`config.mk`:
```
export PLATFORM = sky130hd
export DESIGN_NAME = ct_butterfly_addsub
export DESIGN_NICKNAME = d
export VERILOG_FILES = /design/src/rtl/ct_butterfly_addsub.sv
export SDC_FILE = /design/constraint.sdc
export NUM_CORES = 1
export LEC_CHECK = 0
export ABC_AREA = 1
export BUFFER_PORTS_ARGS = -buffer_cell sky130_fd_sc_hd__buf_2
export CORE_MARGIN = 2
export CORE_UTILIZATION = 50
export CTS_CLUSTER_SIZE = 28
export DETAILED_ROUTE_END_ITERATION = 7
export PLACE_DENSITY = 0.7
export SYNTH_ARGS = -nofsm -noshare
export SYNTH_HDL_FRONTEND = slang
export SYNTH_SLANG_ARGS = --single-unit
```
`constraint.sdc`:
```
create_clock -name clk -period 6.9 [get_ports clk]
set_clock_uncertainty 0.15 [all_clocks]
set_input_delay 0.69 -clock clk [delete_from_list [all_inputs] [get_ports clk]]
set_output_delay 0.69 -clock clk [all_outputs]
set_load 0.005 [all_outputs]
```
`src/rtl/ct_butterfly_addsub.sv`:
```
// Cooley-Tukey butterfly tail: pairs the reduced twiddle product t with operand a
// (held in an alignment FIFO across the reducer latency) and emits (a+t) mod Q, (a-t) mod Q.
module ct_butterfly_addsub #(
    parameter int Q          = 3329,
    parameter int FIFO_DEPTH = 4,
    localparam int LW        = $clog2(FIFO_DEPTH + 1)
) (
    input  logic          clk,
    input  logic          rst,
    input  logic          a_valid_i,
    input  logic [11:0]   a_i,
    input  logic          t_valid_i,
    input  logic [11:0]   t_i,
    input  logic          flush_i,
    output logic          valid_o,
    output logic [11:0]   sum_o,
    output logic [11:0]   diff_o,
    output logic [LW-1:0] fifo_level_o,
    output logic          overflow_o,
    output logic          underflow_o
);
    localparam int          PW     = (FIFO_DEPTH > 1) ? $clog2(FIFO_DEPTH) : 1;
    localparam int          STAGES = 2;
    localparam logic [12:0] QW     = 13'(Q);

    logic [11:0]       mem [FIFO_DEPTH];
    logic [PW-1:0]     rd_ptr, wr_ptr;
    logic [LW-1:0]     level;
    logic [STAGES:1]   vld_pipe;
    logic [12:0]       s1_sum, s1_diff;
    logic              full, empty, pop, push, ovf_evt, udf_evt;
    logic [11:0]       head;

    assign full    = (level == LW'(FIFO_DEPTH));
    assign empty   = (level == '0);
    assign head    = mem[rd_ptr];
    // Pop only sees entries stored on an earlier edge, so a same-cycle push never rescues an empty pop.
    assign pop     = t_valid_i & ~empty;
    assign push    = a_valid_i & (~full | pop);
    assign ovf_evt = a_valid_i & full & ~pop;
    assign udf_evt = t_valid_i & empty;

    // Control state: pointers, level, valid pipeline, sticky flags.
    always_ff @(posedge clk or negedge rst) begin
        if (!rst) begin
            rd_ptr      <= '0;
            wr_ptr      <= '0;
            level       <= '0;
            vld_pipe    <= '0;
            overflow_o  <= 1'b0;
            underflow_o <= 1'b0;
        end else if (flush_i) begin
            rd_ptr      <= '0;
            wr_ptr      <= '0;
            level       <= '0;
            vld_pipe    <= '0;
            overflow_o  <= 1'b0;
            underflow_o <= 1'b0;
        end else begin
            if (pop)  rd_ptr <= rd_ptr + PW'(1);
            if (push) wr_ptr <= wr_ptr + PW'(1);
            case ({push, pop})
                2'b10:   level <= level + LW'(1);
                2'b01:   level <= level - LW'(1);
                default: level <= level;
            endcase
            vld_pipe    <= {vld_pipe[STAGES-1:1], pop};
            overflow_o  <= overflow_o | ovf_evt;
            underflow_o <= underflow_o | udf_evt;
        end
    end

    // Datapath: FIFO storage and the two arithmetic stages; flush leaves data alone.
    always_ff @(posedge clk or negedge rst) begin
        if (!rst) begin
            for (int i = 0; i < FIFO_DEPTH; i++) mem[i] <= '0;
            s1_sum  <= '0;
            s1_diff <= '0;
            sum_o   <= '0;
            diff_o  <= '0;
        end else begin
            if (push && !flush_i) mem[wr_ptr] <= a_i;
            if (pop) begin
                s1_sum  <= {1'b0, head} + {1'b0, t_i};
                // Bias by Q so the difference stays non-negative in 13 bits.
                s1_diff <= {1'b0, head} + QW - {1'b0, t_i};
            end
            if (vld_pipe[1]) begin
                sum_o  <= (s1_sum  >= QW) ? 12'(s1_sum  - QW) : s1_sum[11:0];
                diff_o <= (s1_diff >= QW) ? 12'(s1_diff - QW) : s1_diff[11:0];
            end
        end
    end

    assign valid_o      = vld_pipe[STAGES];
    assign fifo_level_o = level;

endmodule

```
## Yosys cells after proc, flatten, opt, wreduce, memory -nomap -nowiden

Index checks and enable logic that the tools add are counted.

- Bits in registers: 109
- Logic and storage cells: 68
- Output and inout port bits: 30
- Input bits: 29

- Mux-type cells: 17
- Bitwise operators: 13
- $add $sub $neg: 9
- Equality and inequality tests: 3
- Order comparisons: 5
- Reductions and logical operators: 7

Operators with widths:

| cell | number |
|---|---|
| 2-to-1 mux 12 bit | 5 |
| bitwise mux 48 bit | 1 |
| greater-or-equal comparator 13 x 12 -> 1 bit (second input constant) | 2 |
| binary-select mux 12 bit (select 2 bit) | 1 |
| demux 12 bit (select 2 bit) | 1 |
| subtractor 12 bit (second input constant) | 2 |
| adder 12 x 12 -> 13 bit | 1 |
| adder 12 x 12 -> 13 bit (second input constant) | 1 |
| subtractor 13 x 12 -> 13 bit | 1 |
| 2-to-1 mux 2 bit | 5 |
| greater-or-equal comparator 3 bit (second input constant) | 2 |
| NOT 2 -> 3 bit | 2 |
| one-hot mux 3 bit (2 select lines) | 1 |
| AND 1 bit | 5 |
| adder 2 x 1 -> 2 bit (second input constant) | 2 |
| nonzero test 2 bit | 2 |
| adder 3 x 1 -> 3 bit (second input constant) | 1 |
| equality test 3 bit (second input constant) | 1 |
| zero test 3 bit | 1 |
| < comparator 3 x 1 -> 1 bit (second input constant) | 1 |
| 2-to-1 mux 3 bit | 1 |
| NOT 1 bit | 3 |
| bitwise OR 1 bit | 3 |
| nonzero test 3 bit | 1 |
| 6 further kinds | 8 |

## Logic depth before layout (Yosys ltp)

Gate-level depths: netlist of run 1.

- Depth in word-level cells: 8
- Gate-level depth with buffers: 18
- Gate-level depth less buffers: 16

## Worst setup path after synthesis of run 1

OpenSTA, ideal clock, no wires.

- Kind: reg-to-reg
- From: reg rd_ptr[0]
- To: reg s1_diff[7]
- Arrival time: 2635 ps
- Slack: 3988 ps
- Clock period less this slack: 2912 ps
- Stages on the path, launching flop included: 16
- Cell sequence: dfrtp_1 -> buf_2 -> inv_1 -> buf_2 -> nand2_1 -> a32oi_1 -> inv_1 -> ha_1 -> inv_1 -> ha_1 -> fa_1 -> nand3_1 -> nand2_1 -> a21oi_1 -> xor2_1 -> o21ai_0

- Cells in the longest elaborated chain, start to end: 6

Ends and longest elaborated chain:

| item | RTL line | RTL |
|---|---|---|
| from (decl) | 27 | `logic [PW-1:0] rd_ptr, wr_ptr;` |
| from (signal assigned) | 60 | `if (pop) rd_ptr <= rd_ptr + PW'(1);` |
| NOT 2 -> 3 bit (not written as such) | 36 | `assign head = mem[rd_ptr];` |
| binary-select mux 12 bit (select 2 bit) | 36 |  |
| 2-to-1 mux 12 bit (not written as such) (2 in a row) | 36 |  |
| adder 12 x 12 -> 13 bit | 86 | `s1_diff <= {1'b0, head} + QW - {1'b0, t_i};` |
| subtractor 13 x 12 -> 13 bit | 86 |  |
| to (signal assigned) | 86 |  |
| to (decl) | 30 | `logic [12:0] s1_sum, s1_diff;` |

Every way passes these cells. The select of a mux whose other input is x is not followed.
A chain may end at the register's enable or synchronous reset.

## Worst setup path in the final report of run 1

Ends and elaborated chain as after synthesis.

==> flow_summary.toml, run 1 <==
[sta]
min_period_ns = 3.823
hold_viol = 0
setup_tns_ns = 0
slew_headroom = 0.4807
slew_viol_final = 0
worst_slack_ns = 3.077
tightest_slew_ns = 0.7790
setup_viol = 0
whs_ns = 0.2153
rsz0062_at_grt = "false"
fin_crit_sh = 0.5540
fmax_mhz = 261.6

[cells_and_area]
layout.nets = 1011
area_delta_synth_final_pct = 9.901
diodes = 0
final_core_util = 0.5601
drive_above_1_share = 0.1213
instances_no_fill = 1116

[routing]
vias_per_cell = 5.031
detail-route-antenna-nets = 0
drc_errors = 0
num_vias = 5615
routed_wl_mm = 14.30
drt_iter0_markers = 308
drt_pass1_iterations = 5
routedWlPerCell_um = 12.81

[critical_path]
path_cells = "inv_1, nand2_1, a32oi_1, inv_1, ha_1, inv_1, ha_1, fa_1, nand3_1, nand2_1, a21oi_1, xor2_1, o21ai_0"
rr_startpoint = "rd_ptr[0]$_DFFE_PN0P_"
worst_r2r_path_depth = 13
crit_path_frequent_cell = "inv_1"
critPathLaunchType = "flop"
cp_max_fo = 26
cp.arrival_ns = 3.88
crit_type = "reg -> reg"
path_delay_family = "adder cells"
slowest_stage = "dfrtp_1"
max_stage_delay_ns = 0.67
path_buf_inv = 3
cp.required_ns = 6.96
end_kind = "flop"
r2r_slack_ns = 3.08
reg2reg_to = "s1_diff[7]$_DFFE_PN0P_"

[clock_network]
cts_sinks = 109
clock_latency_ns = 0.36
cts_tree = "built"
cts.repair.resized = 0
cts_buffers = 9
postCtsSetupBuffers = 0
ctsHoldBuffers = 0
cts.path.max_buffers = 2
htreeDepth = 3
cts-root-buf = "clkbuf_16"
clkTransAtPathRegs_ns = 0.07

[place]
place_inst = 1100
gp_congestion = 0.8852
portBuffers = 58
hpwl_mm = 10.47
preCtsSetupSlack_ns = 3.097

[global_routing]
grt_pass1_vias = 5106
antenna_found_initial = 0
grt_max_degree = 57
track_usage = 0.2099
grt_pass1_wl_mm = 24.48
overflow = 0

[synth]
syn_nets = 971
synth_edf_count = 0
async_reset_ff_frac = 1.000
ys_ff_latch = 109
synth_area_um2 = 6723
synthCells = 895
synth_sequential_area_ratio = 0.4057
syn_avg_cell_area_um2 = 7.511
ys_warn_count = 0
synth_top_flop_cell = "dfrtp_1"
synth_cell_types = 29

[pwr]
powerDensity_nw_per_um2 = 460.6
leakagePower_nw = 3.915
ir_worst_vdd_v = 0.0002413

[floorplan]
die_w_um = 120.0
die_h_um = 120.0
fp.dieArea_um2 = 14390
start_util = 0.5097
pin_count = 59
rows = 42
coreArea_um2 = 13190

[min_path]
hold_class = "in -> async"

[job]
maxCapViolations = 0

[run_status]
outcome = "completed"
[layout by cell type (no fill, tap or decap), types with 4 or more instances in the layout]
| cell | count |
|---|---|
| ha_1 | 44 |
| nor3_1 | 8 |
| a32oi_1 | 4 |
| dfrtp_1 | 109 |
| xor2_1 | 15 |
| o21bai_1 | 5 |
| buf_2 | 57 |
| nand2_1 | 265 |
| nor2_1 | 67 |
| nand4_1 | 6 |
| inv_1 | 99 |
| a21oi_1 | 26 |
| o21ai_2 | 10 |
| o22ai_1 | 11 |
| clkbuf_16 | 9 |
| nand3_1 | 54 |
| o21ai_1 | 24 |
| o21ai_0 | 75 |
| inv_2 | 8 |
| nand2_2 | 12 |
[report_power, final]
part	leakage (nW)	internal (mW)	switching [mW]	total (mW)
clock	0.149	0.294	0.234	0.528
combinational	2.38	0.666	1.10	1.76
sequential	1.39	0.896	0.217	1.11
total	3.91	1.86	1.55	3.40
[worst register-to-register path, cell delays in order (launching register included)]
cell and delay [ns]:
dfrtp_1 0.67, inv_1 0.66, nand2_1 0.11, a32oi_1 0.45, inv_1 0.09, ha_1 0.29
inv_1 0.05, ha_1 0.21, fa_1 0.42, nand3_1 0.09, nand2_1 0.09, a21oi_1 0.18
xor2_1 0.14, o21ai_0 0.08
[how the worst max path moves through the flow]
stage,startpoint,to,slack [ns],depth (start not counted)
floorplan,rd_ptr[0]$_DFFE_PN0P_,s1_diff[7]$_DFFE_PN0P_,3.99,15
global placement,rd_ptr[0]$_DFFE_PN0P_,s1_diff[7]$_DFFE_PN0P_,3.22,13
detailed placement,rd_ptr[0]$_DFFE_PN0P_,s1_diff[7]$_DFFE_PN0P_,3.10,13
CTS,rd_ptr[0]$_DFFE_PN0P_,s1_diff[7]$_DFFE_PN0P_,3.07,13
global route,rd_ptr[0]$_DFFE_PN0P_,s1_diff[7]$_DFFE_PN0P_,2.68,13
finish,rd_ptr[0]$_DFFE_PN0P_,s1_diff[7]$_DFFE_PN0P_,3.08,13
[synth_stat cells (5+ instances only)]
library cell / instances / area (um2)
a21oi_1: 26 / 130.1
buf_2: 16 / 80.08
clkbuf_1: 10 / 37.54
dfrtp_1: 109 / 2728
ha_1: 44 / 550.5
inv_1: 99 / 371.6
inv_2: 8 / 30.03
nand2_1: 265 / 994.7
nand2_2: 12 / 75.07
nand3_1: 54 / 270.3
nand4_1: 6 / 37.54
nor2_1: 67 / 251.5
nor3_1: 8 / 40.04
o21ai_0: 75 / 375.4
o21ai_1: 24 / 120.1
o21ai_2: 10 / 87.58
o21bai_1: 5 / 37.54
o22ai_1: 11 / 68.82
xor2_1: 15 / 131.4
[logic make-up (layout without fill, tap and decap cells)]
group           count (synthesis)  after routing  share of synthesized area
compound gates                160            160                     0.1321
xor+xnor                       18             18                    0.02345
fa+ha+maj                      47             47                    0.09083
buf+inv                       137            182                    0.08394
flops                         109            109                     0.4057
simple gates                  424            424                     0.2639
[final cells by class]
class / instances / area, um2
Multi-Input combinational cell: 649 / 3431
Inverter: 107 / 401.6
Timing Repair Buffer: 59 / 300.3
Fill cell: 1276 / 5802
Clock buffer: 10 / 239.0
Clock inverter: 6 / 68.82
Tap cell: 176 / 220.2
Sequential cell: 109 / 2728
[through the flow]
stage | instance area, um2 | power (mW)
global route | 7388 | 3.766
CTS | 7388 | 3.428
floorplan | 6723 | 2.489
detailed placement | 7081 | 2.880
finish | 7388 | 3.403
global placement | 7081 | 2.850
[per-layer routing]
layer	part of all wire	global-route usage	routed length [um]	up-vias
met5	0	0	0	-
met2	0.47	0.3548	6792	115
met3	0.044	0.03802	636	15
met4	0.012	0.05074	166	0
met1	0.47	0.2795	6704	2534
li1	-	-	-	2951
[flip-flops by register name, indices dropped and copies added (netlist names), 2 cells and up]
name and cells:
vld_pipe 2, sum_o 12, mem 48, s1_diff 13, wr_ptr 2, fifo_level_o 3, rd_ptr 2, s1_sum 13
diff_o 12
Power figures use the tool's default switching activity.
==> run 2, diff against run 1 <==
--- a/config.mk
+++ b/config.mk
@@ -11,7 +11,7 @@
 export CORE_UTILIZATION = 50
 export CTS_CLUSTER_SIZE = 28
 export DETAILED_ROUTE_END_ITERATION = 7
-export PLACE_DENSITY = 0.7
+export PLACE_DENSITY = 0.72
 export SYNTH_ARGS = -nofsm -noshare
 export SYNTH_HDL_FRONTEND = slang
 export SYNTH_SLANG_ARGS = --single-unit
==> constraint.sdc (replaced) <==
create_clock -name clk -period 3.4 [get_ports clk]
set_clock_uncertainty 0.15 [all_clocks]
set_input_delay 0.34 -clock clk [delete_from_list [all_inputs] [get_ports clk]]
set_output_delay 0.34 -clock clk [all_outputs]
set_load 0.005 [all_outputs]
==> flow_summary.toml, run 2 (synthesis results as in run 1) <==
[cells_and_area]
largest_register_ffs = 48
top_regs = "mem (48), s1_diff (13), s1_sum (13)"
area_delta_synth_final_pct = 10.53
instances_no_fill = 1123
drive_above_1_share = 0.1278
multi_input_area_um2 = 3431
ff_latch_area_um2 = 2728
final_common_cell = "nand2_1"
layout.nets = 1018
top_register = "mem"
fillers = 1292
diodes = 0
final_cell_mix = "265 x nand2_1, 109 x dfrtp_1, 99 x inv_1"

[critical_path]
path_buf_inv = 2
crit_type = "reg -> reg"
path_cells = "inv_1, buf_4, o21ai_0, o22ai_1, ha_1, ha_1, a21oi_1, nand2_1, a21oi_1, xor2_1, o21ai_0"
cp_max_fo = 14
crit_cells = 11
rr_startpoint = "rd_ptr[0]$_DFFE_PN0P_"
cp.arrival_ns = 3.09
critPathLaunchType = "flop"
crit_start = "rd_ptr[0]$_DFFE_PN0P_"
max_stage_delay_ns = 0.39
end_kind = "flop"
r2r_slack_ns = 0.38
path_delay_family = "compound AO/OA/AOI/OAI gates"
slowest_stage = "ha_1"
worst_r2r_path_depth = 11
endpoint = "s1_diff[7]$_DFFE_PN0P_"
reg2reg_to = "s1_diff[7]$_DFFE_PN0P_"
cp.required_ns = 3.48

[place]
preCtsSetupSlack_ns = 0.4119
portBuffers = 58
hpwl_mm = 10.84
gp_congestion = 0.8956
place_inst = 1107

[floorplan]
start_util = 0.5097
fp.dieArea_um2 = 14390
rows = 42
coreArea_um2 = 13190
die_w_um = 120.0
die_h_um = 120.0
pin_count = 59

[pwr]
leakagePower_nw = 3.948
powerDensity_nw_per_um2 = 937.3
ir_worst_vdd_v = 0.0005068

[run_status]
outcome = "finished with violations"
violations = "hold timing"

[clock_network]
cts-root-buf = "clkbuf_16"
cts_tree = "built"
postCtsSetupBuffers = 0
cts_buffers = 9
cts.path.max_buffers = 2
cts_sinks = 109
ctsHoldBuffers = 0
htreeDepth = 3
cts.repair.resized = 0
clkTransAtPathRegs_ns = 0.07
clock_latency_ns = 0.36

[sta]
slew_viol_final = 0
rsz0062_at_grt = "false"
worst_slack_ns = 0.3813
setup_viol = 0
slew_headroom = 0.3383
tightest_slew_ns = 0.9925
whs_ns = -0.003378
fin_crit_sh = 0.8878
min_period_ns = 3.019
fmax_mhz = 331.3
setup_tns_ns = 0
hold_viol = 3

[routing]
drt_pass1_iterations = 5
drt_iter0_markers = 371
num_vias = 5776
routedWlPerCell_um = 13.15
vias_per_cell = 5.143
drc_errors = 0
detail-route-antenna-nets = 0
routed_wl_mm = 14.76

[min_path]
hold_class = "in -> async"

[global_routing]
grt_pass1_wl_mm = 25.17
antenna_found_initial = 0
overflow = 0
grt_max_degree = 79
track_usage = 0.2166
grt_pass1_vias = 5253

[job]
maxCapViolations = 0
-- run 2: changes by cell type in the layout (fill, tap and decap cells not counted), sizes merged --
cell and delta:
clkbuf +3, inv -2, bufinv -1, buf +7
-- run 2: through the flow --
step | power (mW) | cell area [um2] | util
after floorplan | 5.052 | 6723 | -
after global placement | 5.840 | 7133 | 0.5408
after detailed placement | 5.922 | 7133 | 0.5408
after CTS | 6.985 | 7431 | 0.5634
after global routing | 7.673 | 7431 | 0.5634
final | 6.965 | 7431 | 0.5634
-- run 2: layer usage --
layer  vias to the layer above  global-route usage  wire length (um)
met4                         0             0.07059               299
met2                       154              0.3558              6812
li1                       2957                   -                 -
met1                      2644              0.2911              7045
met3                        21             0.03755               604
met5                         -                   0                 0
-- run 2: final cells by class --
cell class,instances,area share
flip-flops and latches,109,0.3671
repair buffers,66,0.04748
multi-input cells,649,0.4617
inverters,107,0.05405
clock inverters,3,0.002357
well taps,176,0.02963
clock buffers,13,0.03772
-- run 2: worst min-delay path by stage --
stage                          start                     end  slack, ns  cells past startpoint
2_1_floorplan                    rst   diff_o[0]$_DFFE_PN0P_      -0.11                      0
5_1_grt                          rst  diff_o[11]$_DFFE_PN0P_        0.1                      1
6_report                         rst   diff_o[7]$_DFFE_PN0P_     -0.003                      1
3_5_place_dp   diff_o[5]$_DFFE_PN0P_   diff_o[5]$_DFFE_PN0P_       0.31                      2
3_3_place_gp   diff_o[5]$_DFFE_PN0P_   diff_o[5]$_DFFE_PN0P_       0.31                      2
4_1_cts                          rst   diff_o[7]$_DFFE_PN0P_       0.04                      1
-- run 2: power by group --
group / switching, mW / total, mW / internal (mW) / leakage [nW]
clock: 0.458 / 1.03 / 0.575 / 0.148
sequential: 0.392 / 2.21 / 1.82 / 1.39
combinational: 2.34 / 3.72 / 1.38 / 2.41
